**src/rtl/vga_pkg.sv**
```systemverilog
// rtl/vga_pkg.sv - shared FSM encoding, colours and coordinate width for the piece path
package vga_pkg;

    localparam int COORD_W = 10;

    typedef enum logic [1:0] {
        SPAWN = 2'd0,
        FALL  = 2'd1,
        LAND  = 2'd2
    } state_t;

    localparam logic [2:0] COLOR_DEFAULT = 3'b100;
    localparam logic [2:0] COLOR_BLACK   = 3'b000;

    // A black piece would be invisible on the black playfield.
    function automatic logic [2:0] spawn_color(input logic [2:0] req);
        return (req == COLOR_BLACK) ? COLOR_DEFAULT : req;
    endfunction

endpackage

```
**src/rtl/button_debounce.sv**
```systemverilog
// rtl/button_debounce.sv - 2-FF synchroniser plus stability counter with a rising press pulse
module button_debounce #(
    parameter int DEBOUNCE_TICKS = 250000
) (
    input  logic Clock,
    input  logic Reset,
    input  logic iRaw,
    output logic oLevel,
    output logic oPress
);

    localparam int CW = (DEBOUNCE_TICKS > 2) ? $clog2(DEBOUNCE_TICKS) : 1;
    localparam logic [CW-1:0] LAST = CW'(DEBOUNCE_TICKS - 1);

    logic          sync1;
    logic          sync2;
    logic [CW-1:0] count;
    logic          level;
    logic          press;

    always_ff @(posedge Clock) begin
        if (Reset) begin
            sync1 <= 1'b0;
            sync2 <= 1'b0;
            count <= '0;
            level <= 1'b0;
            press <= 1'b0;
        end else begin
            sync1 <= iRaw;
            sync2 <= sync1;
            press <= 1'b0;
            // Any return to the accepted level restarts the stability window.
            if (sync2 == level) begin
                count <= '0;
            end else if (count == LAST) begin
                count <= '0;
                level <= sync2;
                press <= sync2;
            end else begin
                count <= count + 1'b1;
            end
        end
    end

    assign oLevel = level;
    assign oPress = press;

endmodule

```
**src/rtl/piece_motion_ctrl.sv**
```systemverilog
// rtl/piece_motion_ctrl.sv - button-driven and gravity-driven piece offsets for the VGA controller
module piece_motion_ctrl
    import vga_pkg::*;
#(
    parameter logic [COORD_W-1:0] STEP      = 10'd32,
    parameter logic [COORD_W-1:0] X_SPAWN   = 10'd96,
    parameter logic [COORD_W-1:0] X_MAX_OFF = 10'd192,
    parameter logic [COORD_W-1:0] Y_MAX_OFF = 10'd288,
    parameter int GRAVITY_TICKS  = 25000000,
    parameter int DEBOUNCE_TICKS = 250000
) (
    input  logic               Clock,
    input  logic               Reset,
    input  logic               iLeft,
    input  logic               iRight,
    input  logic               iDown,
    input  logic [2:0]         iColor,
    output logic [COORD_W-1:0] oXOffset,
    output logic [COORD_W-1:0] oYOffset,
    output logic [2:0]         oColor,
    output logic               oLanded
);

    localparam int GW = (GRAVITY_TICKS > 2) ? $clog2(GRAVITY_TICKS) : 1;
    localparam logic [GW-1:0] GRAV_LAST = GW'(GRAVITY_TICKS - 1);

    logic left_press;
    logic right_press;
    logic down_press;
    logic left_level;
    logic right_level;
    logic down_level;
    logic unused_levels;

    button_debounce #(.DEBOUNCE_TICKS(DEBOUNCE_TICKS)) u_left (
        .Clock  (Clock),
        .Reset  (Reset),
        .iRaw   (iLeft),
        .oLevel (left_level),
        .oPress (left_press)
    );

    button_debounce #(.DEBOUNCE_TICKS(DEBOUNCE_TICKS)) u_right (
        .Clock  (Clock),
        .Reset  (Reset),
        .iRaw   (iRight),
        .oLevel (right_level),
        .oPress (right_press)
    );

    button_debounce #(.DEBOUNCE_TICKS(DEBOUNCE_TICKS)) u_down (
        .Clock  (Clock),
        .Reset  (Reset),
        .iRaw   (iDown),
        .oLevel (down_level),
        .oPress (down_press)
    );

    assign unused_levels = left_level ^ right_level ^ down_level;

    state_t             state;
    state_t             state_n;
    logic [GW-1:0]      grav;
    logic [GW-1:0]      grav_n;
    logic               tick;
    logic [COORD_W-1:0] x_n;
    logic [COORD_W-1:0] y_n;
    logic [2:0]         color_n;
    logic               landed_n;
    logic [COORD_W:0]   y_sum;

    assign tick = (grav == GRAV_LAST);

    always_comb begin
        state_n  = state;
        x_n      = oXOffset;
        y_n      = oYOffset;
        color_n  = oColor;
        landed_n = 1'b0;
        grav_n   = tick ? '0 : grav + 1'b1;
        y_sum    = {1'b0, oYOffset} + {1'b0, STEP};
        case (state)
            SPAWN: begin
                x_n     = X_SPAWN;
                y_n     = '0;
                color_n = spawn_color(iColor);
                grav_n  = '0;
                state_n = FALL;
            end
            FALL: begin
                if (down_press) begin
                    grav_n = '0;
                end
                // Opposing presses in one cycle cancel out.
                if (left_press && !right_press && (oXOffset >= STEP)) begin
                    x_n = oXOffset - STEP;
                end else if (right_press && !left_press &&
                             (({1'b0, oXOffset} + {1'b0, STEP}) <= {1'b0, X_MAX_OFF})) begin
                    x_n = oXOffset + STEP;
                end
                if (tick || down_press) begin
                    if (y_sum >= {1'b0, Y_MAX_OFF}) begin
                        y_n      = Y_MAX_OFF;
                        landed_n = 1'b1;
                        state_n  = LAND;
                    end else begin
                        y_n = y_sum[COORD_W-1:0];
                    end
                end
            end
            LAND: begin
                state_n = SPAWN;
            end
            default: begin
                state_n = SPAWN;
            end
        endcase
    end

    always_ff @(posedge Clock) begin
        if (Reset) begin
            state    <= SPAWN;
            grav     <= '0;
            oXOffset <= X_SPAWN;
            oYOffset <= '0;
            oColor   <= COLOR_DEFAULT;
            oLanded  <= 1'b0;
        end else begin
            state    <= state_n;
            grav     <= grav_n;
            oXOffset <= x_n;
            oYOffset <= y_n;
            oColor   <= color_n;
            oLanded  <= landed_n;
        end
    end

endmodule
```
**config.mk**
```make
export PLATFORM = sky130hd
export DESIGN_NAME = piece_motion_ctrl
export DESIGN_NICKNAME = d
export VERILOG_FILES = /design/src/rtl/vga_pkg.sv /design/src/rtl/button_debounce.sv /design/src/rtl/piece_motion_ctrl.sv
export SDC_FILE = /design/constraint.sdc
export NUM_CORES = 1
export LEC_CHECK = 0
export BUFFER_PORTS_ARGS = -buffer_cell sky130_fd_sc_hd__buf_2
export CAP_MARGIN = 20
export CORE_MARGIN = 5
export CORE_UTILIZATION = 30
export DETAILED_ROUTE_END_ITERATION = 8
export PLACE_DENSITY = 0.51
export SYNTH_ARGS = -nofsm -noshare
export SYNTH_HDL_FRONTEND = slang
export SYNTH_SLANG_ARGS = --single-unit
```
**constraint.sdc**
```tcl
create_clock -name Clock -period 2.29 [get_ports Clock]
set_input_delay 0 -clock Clock [delete_from_list [all_inputs] [get_ports Clock]]
set_output_delay 0 -clock Clock [all_outputs]
set_load 0.01 [all_outputs]
```
# [After elaboration in Yosys (flattened, before gate mapping)]
# Cells that the tools add are included.
[word_totals] wordCells=88 ff_bits=117 input_bits=8
[classes] magnitude_cmp=3 bitwise_logic=8 add_sub_neg=8 n_reduce_logical=23 eq_ne=11 mux=14
[ops] operator="adder 18 x 1 -> 18 bit, second input constant" count=3
[ops] operator="== test 18 bit, second input constant" count=3
[ops] operator="2-to-1 mux 25 bit" count=2
[ops] operator="one-hot mux 25 bit (2 select lines)" count=1
[ops] operator="2-to-1 mux 10 bit" count=4
[ops] operator="one-hot mux 10 bit (2 select lines)" count=2
[ops] operator="adder 25 x 1 -> 25 bit, second input constant" count=1
[ops] operator="== test 25 bit, second input constant" count=1
[ops] operator="adder 10 x 6 -> 11 bit, second input constant" count=2
[ops] operator="OR reduction 3 bit" count=7
[ops] operator="AND reduction 2 bit" count=6
[ops] operator="greater-or-equal comparator 11 x 9 -> 1 bit, second input constant" count=1
[ops] operator="<= comparator 11 x 8 -> 1 bit, second input constant" count=1
[ops] operator="adder 10 x 6 -> 10 bit, second input constant" count=1
[ops] operator="greater-or-equal comparator 10 x 6 -> 1 bit, second input constant" count=1
[ops] operator="subtractor 10 x 6 -> 10 bit, second input constant" count=1
[ops] operator="NOT 1 bit" count=8
[ops] operator="logical AND 1 bit" count=4
[ops] operator="2-to-1 mux 2 bit" count=2
[ops] operator="!= test 2 bit, second input constant" count=2
[ops] operator="one-hot mux 2 bit (2 select lines)" count=1
[ops] operator="== test 1 bit" count=3
[ops] operator="logical NOT 3 bit" count=1
[ops] operator="2-to-1 mux 3 bit" count=1
[ops] operator="other kinds (7)" count=8

# [Depth between registers and ports, before layout]
# Gate-level depths: netlist (run 1).
[logic_depth] ltp_word=6 mapped_depth=8 ltp_nobuf=7

# [Modules after synthesis]
# From an unflattened synthesis (run 1), not the netlist that was laid out.
[hier_totals] cells_unflattened=572 area_unflattened_um2=5029.8
[by_module_without_submodules] module="button_debounce" cells_per_inst=106 instances=3 area_each_um2=965.9
[by_module_without_submodules] module="piece_motion_ctrl" cells_per_inst=254 instances=1 area_each_um2=2132.0

# [Worst setup path before layout (run 1)]
# No wires, ideal clock.
[synth_path] kind="reg2reg" startpoint="reg oXOffset[5]" endpoint="reg oXOffset[8]" path_slack_ns=0.458 t_arrival_ns=1.773 n_path_buf=0 required_ns=2.230 path_stages_with_launch=7 setup_time_ns=0.060 synth_period_minus_slack_ns=1.832 path_cell_list="dfxtp_1 > inv_1 > ha_1 > a311oi_2 > a32oi_2 > a221o_1 > nand2_1"
[synth_between] elab_chain_len=5 word_cells_on_any_way=12
[synth_lines] item="start, declared" line="piece_motion_ctrl.sv:18" rtl="output logic [COORD_W-1:0] oXOffset,"
[synth_lines] item="start signal, assigned" line="piece_motion_ctrl.sv:131" rtl="oXOffset <= x_n;"
[synth_lines] item="adder 10 x 6 -> 11 bit" line="piece_motion_ctrl.sv:98" rtl="(({1'b0, oXOffset} + {1'b0, STEP}) <= {1'b0, X_MAX_OFF})) begin"
[synth_lines] item="<= comparator 11 x 8 -> 1 bit" line="piece_motion_ctrl.sv:98"
[synth_lines] item="logical AND 1 bit" line="piece_motion_ctrl.sv:97" rtl="end else if (right_press && !left_press &&"
[synth_lines] item="!= test 3 bit (no line)"
[synth_lines] item="AND reduction 2 bit (no line)"
# Parallel ways exist; a longest one is shown, timed or not. The select of a mux whose other input is x is not followed.
# A chain may end at the register's enable or synchronous reset.

# [Worst setup path after layout (run 1)]
[layout_path] startpoint="reg u_right.count[0]" endpoint="reg u_right.count[10]"
[layout_between] elab_chain_len=2 word_cells_on_any_way=3
[layout_lines] item="start, declared" line="button_debounce.sv:17" rtl="logic [CW-1:0] count;"
[layout_lines] item="start signal, assigned" line="button_debounce.sv:40" rtl="count <= count + 1'b1;"
[layout_lines] item="parallel branches: the longest is 2 deep, another holds adder 18 x 1 -> 18 bit"
# Parallel ways; which one is timed is not known.

==> results.py, run 1 <==
metrics = {
    "placed_design": {
        "place_ws_ns": 0.258,
        "io_buffers": 21,
        "hpwl_microns": 6440,
        "routabilityCongestion": 0.790,
        "dp.cells": 768,
    },
    "synthesis": {
        "synth-edff-count": 0,
        "avgSynthCellArea_sq_um": 8.77,
        "yosysTopAreaCellShare_pct": 44.9,
        "ys_types": 50,
        "synth_mux_area_share_pct": 0.840,
        "yosysSeqAreaShare_pct": 44.9,
        "synth_compound_area_share_pct": 4.30,
        "synth-seq-cells": 107,
        "synth_area_leader_cell": "dfxtp_1",
        "synth-adder-area-share_pct": 2.10,
        "synth_top_cells_by_area": "dfxtp_1, nor2_1, xor2_1, xnor2_1, nand3_1",
        "synth_top_family_by_area": "simple AND/OR/NAND/NOR gates",
        "ys.flop_type": "dfxtp_1",
        "yosys_warnings": 0,
        "async_reset_ff_share_pct": 0,
        "syn_inst": 544,
        "synth.most_common_cell": "nor2_1",
        "synth-xor-area-share_pct": 14.5,
        "synth_area_sq_mm": 0.00477,
        "yosys.area_share.simple_pct": 29.3,
        "synthTopCellsByCount": "nor2_1, dfxtp_1, xor2_1, nand2_1, xnor2_1",
    },
    "clocking": {
        "cts_buffer_depth": 2,
        "tritoncts": "done",
        "cts.sinks": 107,
        "numCtsBuffers": 9,
        "htree_levels": 3,
        "clkTransAtPathRegs_ns": 0.07,
        "cts_root_buf": "clkbuf_16",
        "clk-insertion-delay-late_ns": 0.35,
    },
    "worst_setup_path": {
        "crit_slowest_cell": "nand2_1",
        "arrival_ns": 2.23,
        "crit_chain": "ha_1 > nand3_1 > nor4_1 > nand3_1 > nand2_1 > nor2_1",
        "cp_num_buf_inv": 0,
        "cp-start-kind": "register",
        "slowest_delay_ns": 0.50,
        "critPathRequiredTime_ns": 2.50,
        "cp-end-kind": "register",
        "criticalPathCategory": "reg2reg",
        "cpLargestDelayFamily": "simple AND/OR/NAND/NOR gates",
        "cp_max_fo": 17,
        "path_common_cell": "nand3_1",
    },
    "grt": {
        "grt_max_degree": 33,
        "globalRouteOverflowTotal": 0,
        "grt_use_total_pct": 10.6,
        "grt_pass1_vias": 3443,
        "grt_pass1_wl_microns": 16000,
        "grt_antenna_before_repair": 0,
    },
    "die": {
        "die_area_sq_mm": 0.0185,
        "io_pins": 32,
        "initial_utilization_pct": 30.3,
        "fp.coreArea_sq_mm": 0.0157,
        "fp.dieH_microns": 136,
        "fp-row-count": 46,
        "chipWidth_microns": 136,
    },
    "finish": {
        "n_fill_cell": 1622,
        "diodes": 0,
        "layout-drive-gt1-share_pct": 8.38,
        "layout.nets": 585,
        "fin_cells": 789,
        "multiInputGateArea_sq_mm": 0.00248,
        "syn_to_final_growth_pct": 13.9,
        "register_area_sq_mm": 0.00214,
    },
    "sta": {
        "max_slew_margin_pct": 59.6,
        "slew_viol_final": 0,
        "fin_crit_ns": 2.02,
        "max_clock_freq_ghz": 0.495,
        "skew_ns": 0.0106,
        "rsz0062_at_grt": "false",
        "timing.final.crit_share_pct": 88.2,
        "worst_slew_pin_slew_ns": 0.607,
        "fin_tns_setup_ns": 0,
        "timing.final.ws_setup_ns": 0.271,
        "setup_viol": 0,
        "finalHoldViolCount": 0,
    },
    "routing": {
        "wl_microns": 9190,
        "dr.pass1.iters": 4,
        "drtIter0Drc": 177,
        "drc_errors": 0,
        "num_vias": 3625,
        "antenna_left": 0,
        "vias_per_cell": 4.59,
        "wl_per_cell_microns": 11.7,
    },
    "worst_hold_path": {
        "hold_class": "in2reg",
    },
    "power": {
        "p_leak_nw": 1.86,
        "ir_worst_vdd_mv": 0.368,
        "p_total_mw": 3.62,
        "p_per_area_mw_per_mm2": 667,
    },
    "run": {
        "maxCapViolations": 0,
    },
    "status": {
        "status": "completed",
    },
}
## worst paths after layout
check | depth (start not counted) | from | endpoint | slack, ns
worst max-delay path | 6 | u_right.count[0] | u_right.count[10] | 0.27
worst min-delay path | 2 | Reset | u_down.oLevel | 0.15
worst max register to register | 6 | u_right.count[0] | u_right.count[10] | 0.27
worst min register to register | 1 | u_right.sync1 | u_right.sync2 | 0.44
## state kept, by name, indices dropped and copies added (netlist names), 2 cells and up
| register | cells |
|---|---|
| grav | 25 |
| u_down.count | 18 |
| u_left.count | 18 |
| u_right.count | 18 |
| oXOffset | 5 |
| oYOffset | 5 |
| oColor | 3 |
| state | 2 |
## area by class of cell
type	instances	share of cell area [%]
Clock buffer	10	4.40
Clock inverter	5	1.43
Inverter	10	0.691
Multi-Input combinational cell	411	45.6
Sequential cell	107	39.4
Tap cell	216	4.98
Timing Repair Buffer	30	3.46
## cell families (layout without fill, tap and decap cells)
family / count (synthesis) / in the layout
compound gates: 29 / 29
flops: 107 / 107
fa+ha+maj: 8 / 8
xor+xnor: 79 / 79
mux: 4 / 4
simple gates: 281 / 281
other cells: 1 / 10
buf+inv: 35 / 55
## power by group
| group | switching (mW) | internal (mW) |
|---|---|---|
| clock network | 0.679 | 0.978 |
| logic | 0.0536 | 0.0296 |
| registers | 0.00787 | 1.87 |
| total | 0.740 | 2.88 |
## per-stage QoR
stage / util [%] / instance area, sq um / hold WS, ns
3_5_place_dp: 32.1 / 5050 / 0.220
4_1_cts: 34.5 / 5420 / 0.139
3_3_place_gp: 32.1 / 5050 / 0.213
5_1_grt: 34.6 / 5430 / 0.177
6_report: 34.6 / 5430 / 0.148
2_1_floorplan: - / 4800 / 0.128
## cells in the final DEF, fill, tap and decap left out, drive strengths merged, types with 11 or more instances in the layout
master | netlist | routed
nand2 | 37 | 37
nand3 | 33 | 33
dfxtp | 107 | 107
nor4 | 14 | 14
nor2 | 111 | 111
xor2 | 42 | 42
xnor2 | 37 | 37
nor3 | 13 | 13
nand4 | 18 | 18
buf | 18 | 24
and3 | 11 | 11
## routing by layer
metal	GRT usage [%]	up-vias	wire length (microns)
met5	0	-	0
met4	2.91	0	101
met3	3.81	8	301
met2	17.2	31	4320
li1	-	1879	-
met1	13.3	1707	4470
## timing repair
action / in CTS / in global routing
hold buffers: 6 / 0
hold endpoints to repair: 6 / 0
buffers inserted: 0 / 0
endpoints found under the setup margin: 0 / 4
gates resized for setup: 0 / 1
No activity file was read; power rests on OpenSTA's default activity.
==> run 2: changes to the inputs <==
--- a/config.mk
+++ b/config.mk
@@ -8,9 +8,10 @@
 export BUFFER_PORTS_ARGS = -buffer_cell sky130_fd_sc_hd__buf_2
 export CAP_MARGIN = 20
 export CORE_MARGIN = 5
-export CORE_UTILIZATION = 30
+export CORE_UTILIZATION = 45
 export DETAILED_ROUTE_END_ITERATION = 8
-export PLACE_DENSITY = 0.51
+export GPL_TIMING_DRIVEN = 1
+export PLACE_DENSITY = 0.68
 export SYNTH_ARGS = -nofsm -noshare
 export SYNTH_HDL_FRONTEND = slang
 export SYNTH_SLANG_ARGS = --single-unit
==> results.py, run 2 (synthesized netlist as in run 1, its figures left out) <==
metrics = {
    "sta": {
        "setup_viol": 0,
        "timing.final.crit_share_pct": 86.7,
        "skew_ns": 0.0138,
        "worst_slew_pin_slew_ns": 0.602,
        "fin_crit_ns": 1.98,
        "slew_viol_final": 0,
        "max_clock_freq_ghz": 0.504,
        "finalHoldViolCount": 0,
        "fin_tns_setup_ns": 0,
        "max_slew_margin_pct": 59.5,
        "rsz0062_at_grt": "false",
    },
    "finish": {
        "n_fill_cell": 983,
        "fin_cells": 710,
        "final_common_cell": "nor2_1",
        "layout.nets": 585,
        "top_register": "grav",
        "layout-drive-gt1-share_pct": 8.36,
        "diodes": 0,
        "final_cell_mix": "nor2_1, dfxtp_1, xor2_1",
        "syn_to_final_growth_pct": 9.24,
        "largest_reg_flops": 25,
    },
    "routing": {
        "wl_per_cell_microns": 11.9,
        "drc_errors": 0,
        "vias_per_cell": 5.02,
        "drtIter0Drc": 117,
        "wl_microns": 8440,
        "num_vias": 3567,
        "dr.pass1.iters": 4,
        "antenna_left": 0,
    },
    "placed_design": {
        "io_buffers": 21,
        "routabilityCongestion": 0.800,
        "dp.cells": 688,
        "hpwl_microns": 6100,
    },
    "worst_setup_path": {
        "cp-start-kind": "register",
        "rrSetupSlack_ns": 0.31,
        "arrival_ns": 2.30,
        "criticalPathCategory": "reg2reg",
        "cp-end-kind": "register",
        "critPathRequiredTime_ns": 2.60,
        "cp_max_fo": 8,
    },
    "die": {
        "chipWidth_microns": 113,
        "io_pins": 32,
        "fp-row-count": 37,
        "initial_utilization_pct": 46.2,
        "fp.coreArea_sq_mm": 0.0103,
        "fp.dieH_microns": 113,
        "die_area_sq_mm": 0.0128,
    },
    "power": {
        "p_seq_share_pct": 60.2,
        "ir_worst_vdd_mv": 0.432,
        "swShare_pct": 22.5,
        "p_leak_nw": 1.81,
        "power_frac_comb_pct": 2.7,
        "p_clk_share_pct": 37.1,
        "p_int_mw": 2.42,
        "p_sw_mw": 0.701,
        "p_per_area_mw_per_mm2": 599,
    },
    "grt": {
        "globalRouteOverflowTotal": 0,
        "grt_max_degree": 33,
        "grt_use_total_pct": 14.1,
        "grt_antenna_before_repair": 0,
        "grt_pass1_wl_microns": 15100,
        "grt_pass1_vias": 3434,
    },
    "clocking": {
        "cts_buffer_depth": 2,
        "clkTransAtPathRegs_ns": 0.10,
        "tritoncts": "done",
        "post_cts_buffers": 0,
        "clk-insertion-delay-late_ns": 0.37,
        "htree_levels": 3,
        "numCtsBuffers": 9,
        "cts_root_buf": "clkbuf_8",
        "cts.sinks": 107,
    },
    "status": {
        "status": "completed",
    },
    "run": {
        "maxCapViolations": 0,
    },
    "worst_hold_path": {
        "hold_class": "in2reg",
    },
}
-- run 2: per-layer routing --
layer	wire length [microns]	vias to the layer above	GRT usage, %
met5	0	-	0
met4	66	0	3.93
met3	334	4	4.76
met2	3940	39	23.1
met1	4100	1654	17.9
li1	-	1870	-
-- run 2: final cells by class --
cell class / count / area [sq um] / share of cell area, %
sequential: 107 / 2140 / 41.1
clock inverter: 6 / 71.3 / 1.37
inverter: 10 / 37.5 / 0.721
tap: 136 / 170 / 3.27
multi-input combinational: 411 / 2470 / 47.5
timing repair buffer: 30 / 188 / 3.60
clock buffer: 10 / 128 / 2.45
-- run 2: repair_timing --
action / 4_1_cts / 5_1_grt
hold buffers: 6 / 0
setup endpoints to repair: 0 / 8
endpoints found under the hold margin: 6 / 0
gates resized for setup: 0 / 1
-- run 2: worst paths after layout --
kind | startpoint | end | cells past startpoint
max | oXOffset[5] | oXOffset[8] | 6
min | Reset | u_left.oLevel | 2
max reg2reg | oXOffset[5] | oXOffset[8] | 6
min reg2reg | u_left.count[0] | u_left.count[0] | 1
-- run 2: power by group through the flow --
stage	Combinational (mW)	Sequential, mW	Clock (mW)
floorplan	0.0656	1.92	0
global placement	0.0751	1.92	0
detailed placement	0.0760	1.92	0
CTS	0.0841	1.88	1.21
global route	0.0944	1.88	1.29
finish	0.0835	1.88	1.16
-- run 2: per-stage QoR --
| stage | power [mW] | utilization [%] | hold WS (ns) | instance area (sq um) | setup slack, ns |
|---|---|---|---|---|---|
| floorplan | 1.99 | - | 0.128 | 4800 | 0.458 |
| CTS | 3.17 | 50.4 | 0.100 | 5210 | 0.277 |
| global placement | 2.00 | 47.9 | 0.217 | 4950 | 0.345 |
| detailed placement | 2.00 | 47.9 | 0.227 | 4950 | 0.281 |
| finish | 3.12 | 50.5 | 0.111 | 5210 | 0.305 |
| global route | 3.27 | 50.5 | 0.118 | 5210 | 0.0838 |
-- run 2: critical path, cell delays in order, from the launching register on --
cell      delay [ns]
dfxtp_1         0.46
inv_1           0.13
ha_1            0.35
a311oi_2        0.33
a32oi_2         0.25
a221o_1         0.34
nand2_1         0.06
==> run 3: changes to the inputs <==
--- a/config.mk
+++ b/config.mk
@@ -5,7 +5,7 @@
 export SDC_FILE = /design/constraint.sdc
 export NUM_CORES = 1
 export LEC_CHECK = 0
-export BUFFER_PORTS_ARGS = -buffer_cell sky130_fd_sc_hd__buf_2
+export BUFFER_PORTS_ARGS = -buffer_cell sky130_fd_sc_hd__buf_4
 export CAP_MARGIN = 20
 export CORE_MARGIN = 5
 export CORE_UTILIZATION = 45
==> results.py, run 3 (synthesized netlist as in run 1, its figures left out) <==
metrics = {
    "status": {
        "status": "completed",
    },
    "placed_design": {
        "hpwl_microns": 6060,
        "routabilityCongestion": 0.789,
        "io_buffers": 21,
        "placed_area_sq_mm": 0.00501,
    },
    "sta": {
        "worst_slew_pin_slew_ns": 0.605,
        "hold-worst-slack_ns": 0.383,
        "setup_viol": 0,
        "slew_viol_final": 0,
        "max_slew_margin_pct": 59.3,
        "finalHoldViolCount": 0,
        "max_clock_freq_ghz": 0.500,
        "timing.final.crit_share_pct": 87.3,
        "fin_crit_ns": 2.00,
        "skew_ns": 0.0131,
        "rsz0062_at_grt": "false",
        "fin_tns_setup_ns": 0,
    },
    "power": {
        "p_seq_share_pct": 61.6,
        "p_total_mw": 3.05,
        "ir_worst_vdd_mv": 0.367,
        "power_frac_comb_pct": 3.0,
        "p_per_area_mw_per_mm2": 578,
        "p_sw_mw": 0.721,
        "p_clk_share_pct": 35.4,
        "p_int_mw": 2.33,
        "swShare_pct": 23.6,
        "p_leak_nw": 1.82,
    },
    "run": {
        "maxCapViolations": 0,
    },
    "routing": {
        "dr.pass1.iters": 4,
        "vias_per_cell": 5.06,
        "wl_per_cell_microns": 11.8,
        "antenna_left": 0,
        "drtIter0Drc": 150,
        "wl_microns": 8430,
        "drc_errors": 0,
        "num_vias": 3609,
    },
    "die": {
        "fp.dieH_microns": 113,
        "io_pins": 32,
        "die_area_sq_mm": 0.0128,
        "fp.coreArea_sq_mm": 0.0103,
        "fp-row-count": 37,
        "chipWidth_microns": 113,
        "initial_utilization_pct": 46.2,
    },
    "finish": {
        "layout.nets": 588,
        "top_register": "grav",
        "layout-drive-gt1-share_pct": 8.32,
        "n_fill_cell": 987,
        "multiInputGateArea_sq_mm": 0.00247,
        "syn_to_final_growth_pct": 10.7,
        "final_cell_mix": "nor2_1, dfxtp_1, xor2_1",
        "register_area_sq_mm": 0.00214,
        "final_common_cell": "nor2_1",
        "largest_reg_flops": 25,
        "final_area_sq_mm": 0.00528,
        "diodes": 0,
    },
    "worst_hold_path": {
        "holdPathStages": 3,
        "hold_class": "in2reg",
    },
    "worst_setup_path": {
        "cpLargestDelayFamily": "compound AO/OA/AOI/OAI gates",
        "cp-end-kind": "register",
        "crit_chain": "inv_1 > ha_1 > nor4_1 > a21oi_1 > a32oi_2 > and3_1 > o21bai_1",
        "critPathRequiredTime_ns": 2.56,
        "slowest_delay_ns": 0.43,
        "arrival_ns": 2.27,
        "cp.depth": 7,
        "cp_max_fo": 7,
        "reg2regPathDepth": 7,
        "crit_slowest_cell": "dfxtp_1",
        "criticalPathCategory": "reg2reg",
        "cp-start-kind": "register",
        "cp_num_buf_inv": 1,
    },
    "clocking": {
        "tritoncts": "done",
        "numCtsBuffers": 9,
        "cts_root_buf": "clkbuf_8",
        "cts_buffer_depth": 2,
        "htree_levels": 3,
        "clk-insertion-delay-late_ns": 0.38,
        "cts.sinks": 107,
        "clkTransAtPathRegs_ns": 0.10,
    },
    "grt": {
        "grt_max_degree": 33,
        "grt_use_total_pct": 13.9,
        "grt_antenna_before_repair": 0,
        "globalRouteOverflowTotal": 0,
        "grt_pass1_wl_microns": 14900,
        "grt_pass1_vias": 3461,
    },
}
[run 3: changes by cell type in the layout (fill, tap and decap cells not counted), sizes merged]
cell and change:
bufinv -1, buf +1, clkinv +1, dlygate4sd3 +2
[run 3: layout make-up]
cell class	instances	area share [%]
multi-input combinational	411	46.8
clock inverter	6	1.16
sequential	107	40.6
inverter	10	0.711
tap	136	3.23
timing repair buffer	33	5.07
clock buffer	10	2.42
[run 3: power groups by stage]
| stage | combinational (mW) | clock (mW) | sequential, mW |
|---|---|---|---|
| 3_3_place_gp | 0.0805 | 0 | 1.92 |
| 5_1_grt | 0.103 | 1.21 | 1.88 |
| 3_5_place_dp | 0.0817 | 0 | 1.92 |
| 6_report | 0.0919 | 1.08 | 1.88 |
| 2_1_floorplan | 0.0656 | 0 | 1.92 |
| 4_1_cts | 0.0923 | 1.13 | 1.88 |
[run 3: tightest hold or removal path, cell delays in order]
cell and delay (ns):
dlygate4sd3_1 0.52, buf_4 0.09, nor2b_1 0.11
[run 3: routing by layer]
metal,vias up,wire [microns],GRT usage [%]
li1,1880,-,-
met1,1664,3970,16.7
met2,49,3990,23.6
met3,16,325,3.85
met4,0,140,5.21
met5,-,0,0
[run 3: final timing paths]
kind / slack, ns / from / end
worst max-delay path: 0.29 / oXOffset[6] / oXOffset[6]
worst min-delay path: 0.38 / iDown / u_down.sync1
worst max register to register: 0.29 / oXOffset[6] / oXOffset[6]
worst min register to register: 0.45 / u_right.sync1 / u_right.sync2
[run 3: timing repair]
| action | 4_1_cts | 5_1_grt |
|---|---|---|
| hold endpoints to repair | 14 | 0 |
| gates resized for setup | 0 | 0 |
| hold buffers | 8 | 0 |
| setup buffers | 0 | 0 |
[run 3: stage by stage]
| stage | worst slack (ns) | utilization [%] | cells |
|---|---|---|---|
| detailed placement | 0.317 | 48.5 | 689 |
| floorplan | 0.458 | - | 553 |
| CTS | 0.289 | 51.1 | 713 |
| global route | 0.0646 | 51.1 | 713 |
| global placement | 0.414 | 48.5 | 689 |
| finish | 0.291 | 51.1 | 713 |
